`src/rtl/lcd_pkg.sv`:
```
`default_nettype none
// ============================================================================
// Module      : lcd_pkg
// Description : Shared encodings and timing defaults for the HD44780 LCD
//               custom instructions (read and write).
// Revision    : 1.0 - initial release
// ============================================================================
package lcd_pkg;

    typedef enum logic [2:0] {
        ST_IDLE  = 3'd0,
        ST_SETUP = 3'd1,
        ST_PULSE = 3'd2,
        ST_HOLD  = 3'd3,
        ST_DONE  = 3'd4
    } lcd_state_e;

    localparam logic RS_INSTR = 1'b0;
    localparam logic RS_DATA  = 1'b1;
    localparam int   BF_BIT   = 7;

    localparam int LCD_SETUP_CYCLES = 50;
    localparam int LCD_PULSE_CYCLES = 25;
    localparam int LCD_HOLD_CYCLES  = 50;
    localparam int LCD_POLL_LIMIT   = 100000;

    function automatic int max3(input int a, input int b, input int c);
        int m;
        m = (a > b) ? a : b;
        return (m > c) ? m : c;
    endfunction

endpackage
`default_nettype wire

```
`src/rtl/lcd_phase_timer.sv`:
```
`default_nettype none
// ============================================================================
// Module      : lcd_phase_timer
// Description : Loadable down-counter for LCD bus phases; terminal_count is
//               high when the count has reached zero. Holds when clk_en=0.
// Revision    : 1.0 - initial release
// ============================================================================
module lcd_phase_timer #(
    parameter int WIDTH = 6
) (
    input  logic             clk,
    input  logic             reset,
    input  logic             clk_en,
    input  logic             load,
    input  logic [WIDTH-1:0] load_value,
    output logic             terminal_count
);

    logic [WIDTH-1:0] r_count;

    always_ff @(posedge clk) begin
        if (!reset) begin
            r_count <= '0;
        end else if (clk_en) begin
            if (load) begin
                r_count <= load_value;
            end else if (r_count != '0) begin
                r_count <= r_count - 1'b1;
            end
        end
    end

    assign terminal_count = (r_count == '0);

endmodule
`default_nettype wire

```
`src/rtl/lcd_read_ci.sv`:
```
`default_nettype none
// ============================================================================
// Module      : lcd_read_ci
// Description : Nios II multi-cycle custom instruction that performs one
//               HD44780 read cycle (busy flag/address or data RAM).
//               Optional busy polling is enabled by defining LCD_BUSY_POLL_EN.
// Revision    : 1.0 - initial release
// ============================================================================
module lcd_read_ci
    import lcd_pkg::*;
#(
    parameter int SETUP_CYCLES = LCD_SETUP_CYCLES,
    parameter int PULSE_CYCLES = LCD_PULSE_CYCLES,
    parameter int HOLD_CYCLES  = LCD_HOLD_CYCLES,
    parameter int POLL_LIMIT   = LCD_POLL_LIMIT
) (
    input  logic        clk,
    input  logic        reset,
    input  logic        clk_en,
    input  logic        start,
    input  logic [31:0] dataA,
    input  logic [31:0] dataB,
    output logic [31:0] result,
    output logic        done,
    output logic        register_select,
    output logic        read_write,
    output logic        enable_op,
    input  logic [7:0]  data_in
);

    localparam int c_cnt_w = $clog2(max3(SETUP_CYCLES, PULSE_CYCLES, HOLD_CYCLES) + 1);
    localparam logic [c_cnt_w-1:0] c_setup_load = c_cnt_w'(SETUP_CYCLES - 1);
    localparam logic [c_cnt_w-1:0] c_pulse_load = c_cnt_w'(PULSE_CYCLES - 1);
    localparam logic [c_cnt_w-1:0] c_hold_load  = c_cnt_w'(HOLD_CYCLES - 1);

    lcd_state_e         r_state;
    logic [7:0]         r_byte_read;
    logic               w_tc;
    logic               w_load;
    logic [c_cnt_w-1:0] w_load_value;
    logic               w_retry;
    logic               w_timeout;

`ifdef LCD_BUSY_POLL_EN
    localparam int c_poll_w = $clog2(POLL_LIMIT + 1);
    localparam logic [c_poll_w-1:0] c_poll_max = c_poll_w'(POLL_LIMIT);

    logic                r_poll_mode;
    logic [c_poll_w-1:0] r_poll_count;
    logic                w_bf_set;
    logic                w_unused_bits;

    // r_poll_count holds the number of completed read cycles when HOLD ends
    assign w_bf_set      = r_poll_mode && r_byte_read[BF_BIT];
    assign w_retry       = w_bf_set && (r_poll_count < c_poll_max);
    assign w_timeout     = w_bf_set && (r_poll_count >= c_poll_max);
    assign w_unused_bits = ^{dataB, dataA[31:2]};
`else
    logic w_unused_bits;

    assign w_retry       = 1'b0;
    assign w_timeout     = 1'b0;
    assign w_unused_bits = ^{dataB, dataA[31:1], (POLL_LIMIT > 0)};
`endif

    always_comb begin
        w_load       = 1'b0;
        w_load_value = c_setup_load;
        case (r_state)
            ST_IDLE:  w_load = start;
            ST_SETUP: begin
                w_load       = w_tc;
                w_load_value = c_pulse_load;
            end
            ST_PULSE: begin
                w_load       = w_tc;
                w_load_value = c_hold_load;
            end
            ST_HOLD:  w_load = w_tc && w_retry;
            default:  w_load = 1'b0;
        endcase
    end

    lcd_phase_timer #(
        .WIDTH(c_cnt_w)
    ) u_phase_timer (
        .clk           (clk),
        .reset         (reset),
        .clk_en        (clk_en),
        .load          (w_load),
        .load_value    (w_load_value),
        .terminal_count(w_tc)
    );

    always_ff @(posedge clk) begin
        if (!reset) begin
            r_state         <= ST_IDLE;
            r_byte_read     <= 8'd0;
            result          <= 32'd0;
            done            <= 1'b0;
            register_select <= 1'b0;
            read_write      <= 1'b0;
            enable_op       <= 1'b0;
`ifdef LCD_BUSY_POLL_EN
            r_poll_mode     <= 1'b0;
            r_poll_count    <= '0;
`endif
        end else if (clk_en) begin
            case (r_state)
                ST_IDLE: begin
                    done       <= 1'b0;
                    enable_op  <= 1'b0;
                    read_write <= 1'b0;
                    if (start) begin
                        register_select <= dataA[0] ? RS_DATA : RS_INSTR;
                        read_write      <= 1'b1;
                        r_state         <= ST_SETUP;
`ifdef LCD_BUSY_POLL_EN
                        r_poll_mode     <= dataA[1] && (dataA[0] == RS_INSTR);
                        r_poll_count    <= '0;
`endif
                    end
                end
                ST_SETUP: begin
                    if (w_tc) begin
                        enable_op <= 1'b1;
                        r_state   <= ST_PULSE;
                    end
                end
                ST_PULSE: begin
                    if (w_tc) begin
                        r_byte_read <= data_in;
                        enable_op   <= 1'b0;
                        r_state     <= ST_HOLD;
`ifdef LCD_BUSY_POLL_EN
                        if (r_poll_count != c_poll_max) begin
                            r_poll_count <= r_poll_count + 1'b1;
                        end
`endif
                    end
                end
                ST_HOLD: begin
                    if (w_tc) begin
                        if (w_retry) begin
                            r_state <= ST_SETUP;
                        end else begin
                            result     <= {w_timeout, 23'd0, r_byte_read};
                            done       <= 1'b1;
                            read_write <= 1'b0;
                            r_state    <= ST_DONE;
                        end
                    end
                end
                ST_DONE: begin
                    done    <= 1'b0;
                    r_state <= ST_IDLE;
                end
                default: r_state <= ST_IDLE;
            endcase
        end
    end

endmodule
`default_nettype wire

```
`config.mk`:
```
export PLATFORM = sky130hd
export DESIGN_NAME = lcd_read_ci
export DESIGN_NICKNAME = d
export VERILOG_FILES = /design/src/rtl/lcd_pkg.sv /design/src/rtl/lcd_phase_timer.sv /design/src/rtl/lcd_read_ci.sv
export SDC_FILE = /design/constraint.sdc
export NUM_CORES = 1
export LEC_CHECK = 0
export ABC_AREA = 1
export BUFFER_PORTS_ARGS = -buffer_cell sky130_fd_sc_hd__buf_2
export CAP_MARGIN = 40
export CORE_MARGIN = 3
export CORE_UTILIZATION = 44
export CTS_CLUSTER_DIAMETER = 60
export DETAILED_ROUTE_END_ITERATION = 8
export HOLD_SLACK_MARGIN = 0.06
export PLACE_DENSITY = 0.85
export SKIP_LAST_GASP = 1
export SLEW_MARGIN = 10
export SYNTH_ARGS = -nofsm -noshare
export SYNTH_HDL_FRONTEND = slang
export SYNTH_HIERARCHICAL = 1
export SYNTH_SLANG_ARGS = --single-unit
```
`constraint.sdc`:
```
create_clock -name clk -period 4.58 [get_ports clk]
set_clock_uncertainty 0.15 [all_clocks]
set_input_delay 0.229 -clock clk [delete_from_list [all_inputs] [get_ports clk]]
set_output_delay 0.229 -clock clk [all_outputs]
set_load 0.02 [all_outputs]
```
==> summary.txt, run 1 <==
Synthesis
  • Synth unique cells: 33
  • #FFs+latches synth: 29
  • Synth warn: 6
  • Cells after synthesis: about 210
  • Synth Cell Area: around 1600 µm²
  • Seq/Total Area, Yosys: 36.1%
  • Syn avg cell area: 7.62 µm²

Cells and area
  • Final Non-Filler Cells: roughly 290
  • Fillcell total: roughly 340
  • Multi-input gate area: roughly 780 µm²
  • Post-route cell area: between 1500 and 2000 µm²
  • Final core occ: a little over half
  • Synth-to-Final Area Change: 13.8%
  • N_diodes: 0
  • Reg area: 581 µm²
  • Share of post-route cells with drive strength above 1: a little over a fifth
  • Layout Nets: about 330

GRT
  • Met3 usage: about 3.9%
  • Final global-route overflow total: 0
  • GRT Max-Usage Layer: met2
  • Initial antenna violation count: 0
  • All-layer global routing usage: ~14%
  • Vias in the first global route: approximately 1.1k
  • First-pass GRT wire length: roughly 5000 µm
  • Met2 Usage GRT: between 20% and 30%
  • Largest net degree at the start of global routing: 25
  • M1 GR Usage: between 10% and 20%

Detailed routing
  • Vias/cell: 4.57
  • TritonRoute pass-1 iters: 4
  • Final ANT Viol Nets: 0
  • Vias: approximately 1.3k
  • WL final: 3040 µm
  • DR DRC count: 0
  • 1st-iter DRT viols: 27
  • DR WL/cell: slightly above 10 µm

Timing
  • Fin crit share: approximately 48%
  • Max-slew violation count: 0
  • Final hold slack: around 110 ps
  • Final setup violation count: 0
  • Final setup margin: between 2000 and 2500 ps
  • Tmin final: 2200 ps
  • Fmax: about 450 MHz
  • Final hold vios: 0
  • Final setup TNS: 0 ps
  • RSZ-0062 raised after global routing: false

Worst hold path
  • Hold depth: 2
  • Hold/Removal Path Class: in -> reg

Power and ir drop
  • Pwr dens: roughly 450 nW/µm²
  • Peak supply drop: approximately 0.00024 V
  • LEAKAGE: ~0.87 nW
  • Total power: a little over 800 µW

CTS
  • TritonCTS Buffers: 5
  • CTS sink cnt: 29
  • H-tree depth: 2
  • CTS tree: yes
  • Worst-skew pair later-pin latency: between 300 and 400 ps
  • Clock root buffer: clkbuf_4
  • Worst-path clk slew: approximately 90 ps
  • Clock Tree Buf Depth: 2

Placement
  • Cell Area, Placed: between 1500 and 2000 µm²
  • Post-detail-place hpwl: a little over 2000 µm
  • Placed cells: roughly 280
  • GPL Wtd Cong: slightly below 0.9
  • Pre-CTS WS: between 2000 and 2500 ps
  • # port buffers: 24

Die
  • I/O pins: ~110
  • Core area: ~3400 µm²
  • Die Height: roughly 66 µm
  • Rows: 21
  • Die X: between 60 and 70 µm
  • Starting Density: between 40% and 50%
  • Die ar.: between 4000 and 5000 µm²

Worst setup path
  • Crit Path Max Fanout: 9
  • Crit Path Category: reg -> reg
  • Worst-case reg-to-reg path depth: 13
  • Critical Path AT: about 2300 ps
  • Crit end category: flip-flop
  • Req. time, crit path: ~4700 ps
  • Startpoint types: flip-flop

Status
  • Status: completed

Job
  • Max Cap Viol: 0
## routing by layer
layer  share of wire (%)  wire (µm)
met5                   0          0
met3                 5.7        174
met4                 1.1         33
met2                  49       1480
met1                  44       1340
## cell families (layout without fill, tap and decap cells)
group	count (synthesis)	after routing	share of synthesized area [%]
flops	29	29	36.1
compound gates	54	54	17.4
other cells	2	27	0.467
buf+inv	57	69	21.0
simple gates	67	67	23.4
fa+ha+maj	2	2	1.56
## Yosys cell counts
cell / instances / area, µm²
nand2_1: 30 / 113
dfxtp_1: 29 / 581
a21oi_1: 24 / 120
buf_4: 24 / 180
inv_1: 24 / 90.1
o21ai_0: 19 / 95.1
nor2_1: 11 / 41.3
nand3_1: 7 / 35.0
o21ai_1: 7 / 35.0
nand2_2: 5 / 31.3
buf_1: 2 / 7.51
buf_6: 2 / 22.5
conb_1: 2 / 7.51
ha_1: 2 / 25.0
inv_2: 2 / 7.51
nand3_2: 2 / 20.0
nor2_2: 2 / 12.5
nor2_4: 2 / 22.5
a21oi_2: 1 / 8.76
a31oi_1: 1 / 6.26
buf_8: 1 / 15.0
inv_4: 1 / 6.26
inv_6: 1 / 8.76
nand2_4: 1 / 11.3
nand3_4: 1 / 17.5
nand3b_1: 1 / 7.51
nand4_1: 1 / 6.26
nand4_2: 1 / 12.5
nand4_4: 1 / 21.3
nor2_8: 1 / 20.0
nor3_1: 1 / 5.00
o21ai_2: 1 / 8.76
o22ai_1: 1 / 6.26
## worst paths after layout
kind / startpoint / endpoint / slack, ps
setup / recovery: u_phase_timer/r_count[0] / u_phase_timer/r_count[3] / 2380
hold / removal: clk_en / enable_op / 110
setup reg to reg: u_phase_timer/r_count[0] / u_phase_timer/r_count[3] / 2380
hold reg to reg: register_select / register_select / 300
## area by class of cell
| cell class | count | share of cell area, % |
|---|---|---|
| sequential | 29 | 31.7 |
| multi-input combinational | 150 | 42.8 |
| timing repair buffer | 33 | 11.5 |
| clock buffer | 7 | 3.01 |
| clock inverter | 1 | 1.64 |
| inverter | 28 | 6.16 |
| tap | 46 | 3.15 |
## placed cells by master (no fill, tap or decap), types with 2 or more instances in the layout
master and count:
clkbuf_4 5, ha_1 2, nor2_4 2, conb_1 27, nand3_1 7, dfxtp_1 29, o21ai_0 19, inv_2 2
dlygate4sd3_1 9, nand2_2 5, buf_2 24, nand2_1 30, nor2_2 2, nor2_1 11, nand3_2 2, inv_1 24
a21oi_1 24, o21ai_1 7
## power breakdown
| part | internal, mW | switching (mW) | total, mW |
|---|---|---|---|
| sequential | 0.276 | 0.0293 | 0.306 |
| clock | 0.130 | 0.0861 | 0.216 |
| combinational | 0.105 | 0.203 | 0.308 |
## repair_timing
action	4_1_cts	5_1_grt
gates resized for setup	0	0
setup buffers	0	0
endpoints found under the hold margin	9	0
hold buffers	9	0
## worst max-delay path, cell delays in order (launching register included)
cell and delay (ps):
dfxtp_1 330, inv_1 150, ha_1 260, nand3_1 110, inv_1 170, nand2_1 70
nand2_1 300, inv_6 80, nand4_4 130, nand2_4 80, inv_4 100, nand2_2 60
nand2_1 60, nor2_1 50
## registers in the layout (all words and copies together), names as in the netlist
register,flops
done,1
enable_op,1
r_byte_read,8
r_state,3
read_write,1
register_select,1
result,8
u_phase_timer/r_count,6
Power figures use the tool's default switching activity.
==> inputs of run 2 (changes only) <==
--- a/config.mk
+++ b/config.mk
@@ -9,11 +9,11 @@
 export BUFFER_PORTS_ARGS = -buffer_cell sky130_fd_sc_hd__buf_2
 export CAP_MARGIN = 40
 export CORE_MARGIN = 3
-export CORE_UTILIZATION = 44
+export CORE_UTILIZATION = 41
 export CTS_CLUSTER_DIAMETER = 60
 export DETAILED_ROUTE_END_ITERATION = 8
 export HOLD_SLACK_MARGIN = 0.06
-export PLACE_DENSITY = 0.85
+export PLACE_DENSITY = 0.8
 export SKIP_LAST_GASP = 1
 export SLEW_MARGIN = 10
 export SYNTH_ARGS = -nofsm -noshare
==> constraint.sdc (replaced) <==
create_clock -name clk -period 2.3 [get_ports clk]
set_clock_uncertainty 0.15 [all_clocks]
set_input_delay 0.115 -clock clk [delete_from_list [all_inputs] [get_ports clk]]
set_output_delay 0.115 -clock clk [all_outputs]
set_load 0.02 [all_outputs]
==> run 2 against run 1 <==
Net effect:
- utilization down 2.5 points
- critical path depth did not move
- clock power increased to 2.5 times the previous value
==> summary.txt, run 2 (same netlist as run 1, synthesis figures left out) <==
CTS
  • H-tree depth: 2 (unchanged)
  • Clock Tree Buf Depth: 2 (unchanged)
  • TritonCTS Buffers: 5 (unchanged)
  • Clock root buffer: clkbuf_8
  • Worst-skew pair later-pin latency: 280 ps (-30 ps)
  • Worst-path clk slew: 60 ps (-30 ps)
  • CTS sink cnt: 29 (unchanged)
  • # Post-CTS Setup Buffers: 0 (unchanged)
  • CTS tree: yes

Die
  • I/O pins: 112 (unchanged)
  • Starting Density: 43.3% (-3.8 points)
  • Rows: 22 (+4.8%)
  • Die ar.: 4710 µm² (+6.6%)
  • Die Height: 68.6 µm (+3.3%)
  • Core area: 3720 µm² (+8.8%)
  • Die X: 68.6 µm (+3.3%)

Worst setup path
  • Reg2reg start: u_phase_timer/r_count[0]
  • Req. time, crit path: 2330 ps (-2320 ps)
  • Startpoint types: flip-flop
  • Crit Path Category: reg -> reg
  • Critical Path AT: 2070 ps (-200 ps)
  • Crit Path Max Fanout: 9 (unchanged)
  • Crit end category: flip-flop
  • Worst-case reg-to-reg path depth: 13 (unchanged)
  • Flop2flop setup slack: 260 ps (-2120 ps)
  • RR Endpoint: u_phase_timer/r_count[3]

Cells and area
  • Layout Nets: 328 (+0.92%)
  • Share of post-route cells with drive strength above 1: 21.5% (+0.14 points)
  • Most frequent cells in the layout: nand2_1, dfxtp_1, conb_1
  • Synth-to-Final Area Change: 17.9%
  • Largest registers: r_byte_read (8), result (8), u_phase_timer/r_count (6)
  • Reg area: 581 µm² (unchanged)
  • Post-route cell area: 1900 µm² (+3.6%)
  • Multi-input gate area: 786 µm² (+0.32%)
  • Fillcell total: 354 (+5.0%)
  • N_diodes: 0 (unchanged)

GRT
  • Vias in the first global route: 1187 (+5.3%)
  • Largest net degree at the start of global routing: 25 (unchanged)
  • Final global-route overflow total: 0 (unchanged)
  • First-pass GRT wire length: 4980 µm (-0.42%)
  • All-layer global routing usage: 14.1% (-0.41 points)
  • Initial antenna violation count: 0 (unchanged)

Placement
  • Cell Area, Placed: 1660 µm² (+0.15%)
  • GPL Wtd Cong: 0.829 (-5.0%)
  • # port buffers: 24 (unchanged)
  • Pre-CTS WS: 167 ps (-2300 ps)
  • Post-detail-place hpwl: 2050 µm (+1.0%)

Job
  • Max Cap Viol: 0 (unchanged)

Detailed routing
  • DR WL/cell: 10.2 µm (-1.2%)
  • 1st-iter DRT viols: 25 (-7.4%)
  • Vias: 1348 (+0.30%)
  • TritonRoute pass-1 iters: 4 (unchanged)
  • Vias/cell: 4.51 (-1.4%)
  • DR DRC count: 0 (unchanged)
  • WL final: 3050 µm (+0.49%)
  • Final ANT Viol Nets: 0 (unchanged)

Timing
  • Fmax: 490 MHz (+8.0%)
  • Tmin final: 2040 ps (-163 ps)
  • Fin crit share: 88.7% (+41 points)
  • Max-slew violation count: 0 (unchanged)
  • Final setup margin: 260 ps (-2120 ps)
  • RSZ-0062 raised after global routing: false
  • Final setup violation count: 0 (unchanged)
  • Final setup TNS: 0 ps (unchanged)
  • Final hold vios: 0 (unchanged)

Worst hold path
  • Hold depth: 3 (+1)
  • Worst hold endpoint: r_state[0]
  • Hold/Removal Path Class: in -> reg
  • Worst Hold Launch: reset

Power and ir drop
  • Peak supply drop: 0.000609 V (+160%)
  • LEAKAGE: 0.900 nW (+3.1%)
  • Pwr dens: 935 nW/µm² (+110%)

Status
  • Status: completed
[run 2: cell types whose count changed in the layout (fill, tap and decap cells not counted), sizes merged]
cell         previous run  this run
dlygate4sd3             9        12
[run 2: worst max-delay path by stage]
stage | slack, ps | startpoint | end | cells past startpoint
3_5_place_dp | 170 | u_phase_timer/r_count[0] | u_phase_timer/r_count[3] | 13
2_1_floorplan | 540 | u_phase_timer/r_count[0] | u_phase_timer/r_count[1] | 13
4_1_cts | 150 | u_phase_timer/r_count[0] | u_phase_timer/r_count[4] | 12
3_3_place_gp | 220 | u_phase_timer/r_count[0] | u_phase_timer/r_count[3] | 13
6_report | 260 | u_phase_timer/r_count[0] | u_phase_timer/r_count[3] | 13
5_1_grt | 70 | u_phase_timer/r_count[0] | u_phase_timer/r_count[4] | 12
[run 2: metal layers]
layer / up-vias / routed length (µm) / GRT usage [%]
met3: 7 / 198 / 4.70
met4: 0 / 48 / 6.20
met5: - / 0 / 0
li1: 708 / - / -
met2: 42 / 1490 / 22.9
met1: 591 / 1310 / 16.7
[run 2: repair_timing]
item                                    4_1_cts  5_1_grt
gates resized for setup                       0        1
endpoints found under the setup margin        0        5
hold buffers                                 12        0
hold endpoints to repair                     11        0
[run 2: cell type report]
type                            count  share of cell area (%)
Clock buffer                        7                    4.55
Clock inverter                      1                    1.58
Inverter                           28                    5.94
Multi-Input combinational cell    150                    41.5
Sequential cell                    29                    30.6
Tap cell                           48                    3.17
Timing Repair Buffer               36                    12.7
[run 2: metrics by stage]
stage               instances  util (%)  power [mW]  hold slack, ps
floorplan                 236         -        1.15            65.9
global placement          279      44.6        1.19             230
detailed placement        279      44.6        1.20             243
CTS                       299      50.9        1.77            97.9
global route              299      51.0        1.90             128
finish                    299      51.0        1.77             101
[run 2: worst max-delay path, stage by stage, from the launching register on]
cell,delay (ps)
dfxtp_1,320
inv_1,140
ha_1,260
nand3_1,100
inv_1,160
nand2_1,90
nand2_2,200
inv_6,70
nand4_4,120
nand2_4,80
inv_4,100
nand2_2,50
nand2_1,60
nor2_1,50
[run 2: power by group]
part           switching (mW)  total [mW]  internal, mW
logic                   0.405       0.619         0.214
registers              0.0577       0.609         0.551
clock network           0.192       0.544         0.353
==> inputs of run 3 (changes only) <==
--- a/config.mk
+++ b/config.mk
@@ -9,11 +9,11 @@
 export BUFFER_PORTS_ARGS = -buffer_cell sky130_fd_sc_hd__buf_2
 export CAP_MARGIN = 40
 export CORE_MARGIN = 3
-export CORE_UTILIZATION = 41
+export CORE_UTILIZATION = 44
 export CTS_CLUSTER_DIAMETER = 60
 export DETAILED_ROUTE_END_ITERATION = 8
 export HOLD_SLACK_MARGIN = 0.06
-export PLACE_DENSITY = 0.8
+export PLACE_DENSITY = 0.85
 export SKIP_LAST_GASP = 1
 export SLEW_MARGIN = 10
 export SYNTH_ARGS = -nofsm -noshare
==> constraint.sdc (replaced) <==
create_clock -name clk -period 2.5 [get_ports clk]
set_clock_uncertainty 0.15 [all_clocks]
set_input_delay 0.125 -clock clk [delete_from_list [all_inputs] [get_ports clk]]
set_output_delay 0.125 -clock clk [all_outputs]
set_load 0.02 [all_outputs]
==> run 3 against run 2 <==
Net effect:
- non-clock buffer count is 1 higher
- highest routed layer unchanged
- global-route usage grew 0.51 points
- largest cell class unchanged
- wire length is 0.23% higher
==> summary.txt, run 3 (same netlist as run 1, synthesis figures left out) <==
Die
  • Starting Density: 47.1% (+3.8 points)
  • Die ar.: 4420 µm² (-6.2%)
  • I/O pins: 112 (unchanged)
  • Rows: 21 (-4.5%)
  • Core area: 3420 µm² (-8.1%)
  • Die X: 66.5 µm (-3.2%)
  • Die Height: 66.5 µm (-3.2%)

Worst hold path
  • Worst Hold Launch: r_byte_read[4]
  • Hold depth: 2 (-1)
  • Hold/Removal Path Class: reg -> reg
  • Worst hold endpoint: r_byte_read[4]

Detailed routing
  • Final ANT Viol Nets: 0 (unchanged)
  • Vias: 1349 (+0.074%)
  • DR DRC count: 0 (unchanged)
  • DR WL/cell: 10.3 µm (+0.57%)
  • 1st-iter DRT viols: 32 (+28%)
  • Vias/cell: 4.53 (+0.41%)
  • WL final: 3060 µm (+0.23%)
  • TritonRoute pass-1 iters: 4 (unchanged)

Power and ir drop
  • Total power: 1.53 mW (-14%)
  • Pwr dens: 817 nW/µm² (-13%)
  • LEAKAGE: 0.892 nW (-0.96%)
  • Peak supply drop: 0.000434 V (-29%)

Cells and area
  • Post-route cell area: 1870 µm² (-1.4%)
  • Final Non-Filler Cells: 298 (-0.33%)
  • Largest registers: r_byte_read (8), result (8), u_phase_timer/r_count (6)
  • Layout Nets: 329 (+0.30%)
  • N_diodes: 0 (unchanged)
  • Leading cell type in the layout, fill and taps excluded: nand2_1
  • Share of post-route cells with drive strength above 1: 21.0% (-0.48 points)
  • Most frequent cells in the layout: nand2_1, dfxtp_1, conb_1
  • Fillcell total: 330 (-6.8%)
  • Synth-to-Final Area Change: 16.3%

Placement
  • Cell Area, Placed: 1650 µm² (-0.15%)
  • Post-detail-place hpwl: 2030 µm (-1.0%)
  • # port buffers: 24 (unchanged)
  • Placed cells: 277 (-0.72%)
  • GPL Wtd Cong: 0.873 (+5.3%)
  • Pre-CTS WS: 384 ps (+217 ps)

CTS
  • Clock Tree Buf Depth: 2 (unchanged)
  • Worst-skew pair later-pin latency: 310 ps (+30 ps)
  • TritonCTS Buffers: 5 (unchanged)
  • Worst-path clk slew: 90 ps (+30 ps)
  • H-tree depth: 2 (unchanged)
  • CTS tree: yes
  • CTS sink cnt: 29 (unchanged)
  • Clock root buffer: clkbuf_4
  • Post-cts sizing count: 0 (unchanged)

Worst setup path
  • Reg2reg start: u_phase_timer/r_count[0]
  • CP max stage delay: 330 ps (about the same)
  • Flop2flop setup slack: 290 ps (+30 ps)
  • Req. time, crit path: 2570 ps (+240 ps)
  • Worst-case reg-to-reg path depth: 13 (unchanged)
  • Startpoint types: flip-flop
  • Worst path cell trace: inv_1, ha_1, nand3_1, inv_1, nand2_1, nand2_1, inv_6, nand4_4, nand2_4, inv_4, nand2_2, nand2_1, nor2_1
  • Crit Path Max Fanout: 9 (unchanged)
  • RR Endpoint: u_phase_timer/r_count[3]
  • CP bufs+invs: 4 (unchanged)
  • Critical Path AT: 2280 ps (+210 ps)
  • Crit Path Category: reg -> reg
  • CP dominant cell by count: nand2_1
  • Crit-path slowest cell: dfxtp_1
  • Crit end category: flip-flop
  • Crit-path leading delay family: simple AND/OR/NAND/NOR gates

GRT
  • Final global-route overflow total: 0 (unchanged)
  • Vias in the first global route: 1136 (-4.3%)
  • Largest net degree at the start of global routing: 25 (unchanged)
  • All-layer global routing usage: 14.6% (+0.51 points)
  • First-pass GRT wire length: 5040 µm (+1.2%)
  • Initial antenna violation count: 0 (unchanged)

Timing
  • RSZ-0062 raised after global routing: false
  • Final setup margin: 291 ps (+31.3 ps)
  • Fin crit share: 88.4% (-0.35 points)
  • Final setup violation count: 0 (unchanged)
  • Final hold vios: 0 (unchanged)
  • Max-slew violation count: 0 (unchanged)
  • Fmax: 453 MHz (-7.6%)
  • Final setup TNS: 0 ps (unchanged)
  • Tmin final: 2210 ps (+169 ps)

Job
  • Max Cap Viol: 0 (unchanged)

Status
  • Status: completed
==> run 3: cell types whose count changed in the layout (fill, tap and decap cells not counted) <==
cell / change
clkbuf_4: +5
clkbuf_8: -5
dlygate4sd3_1: +1
nand2_1: +1
nand2_2: -1
==> run 3: layer usage <==
metal  wire [µm]  vias up  GRT usage (%)
met4          33        0           3.81
li1            -      709              -
met5           0        -              0
met3         180        5           3.88
met2        1510       39           24.7
met1        1340      596           18.2
==> run 3: stage by stage <==
stage	hold slack, ps	utilization, %
after global routing	338	54.7
after CTS	311	54.7
after floorplan	75.9	-
after detailed placement	248	48.4
after global placement	236	48.4
final	310	54.7
==> run 3: power by group <==
part	internal [mW]	switching, mW
Sequential	0.507	0.0540
Clock	0.239	0.157
Combinational	0.198	0.374
==> run 3: layout make-up <==
type / count / area [µm²] / share of cell area [%]
timing repair buffer: 37 / 250 / 13.4
tap: 46 / 57.6 / 3.08
inverter: 28 / 113 / 6.02
clock inverter: 1 / 30.0 / 1.61
clock buffer: 7 / 55.1 / 2.95
sequential: 29 / 581 / 31.1
multi-input combinational: 150 / 783 / 41.9
==> run 3: tightest hold or removal path: cells and delay by family, from the launching register on <==
kind	cells	cell delay (ps)
buf+inv	1	60
compound gates	1	50
flops	1	310
==> run 3: how the worst max path moves through the flow <==
stage	start	to	slack (ps)	cells past startpoint
CTS	u_phase_timer/r_count[0]	u_phase_timer/r_count[3]	330	13
global placement	u_phase_timer/r_count[0]	u_phase_timer/r_count[3]	410	13
floorplan	u_phase_timer/r_count[0]	u_phase_timer/r_count[1]	740	13
global route	u_phase_timer/r_count[0]	u_phase_timer/r_count[4]	140	12
finish	u_phase_timer/r_count[0]	u_phase_timer/r_count[3]	290	13
detailed placement	u_phase_timer/r_count[0]	u_phase_timer/r_count[3]	380	13
==> run 3: timing repair <==
item	4_1_cts	5_1_grt
hold endpoints to repair	12	0
setup buffers	0	0
hold buffers	13	0
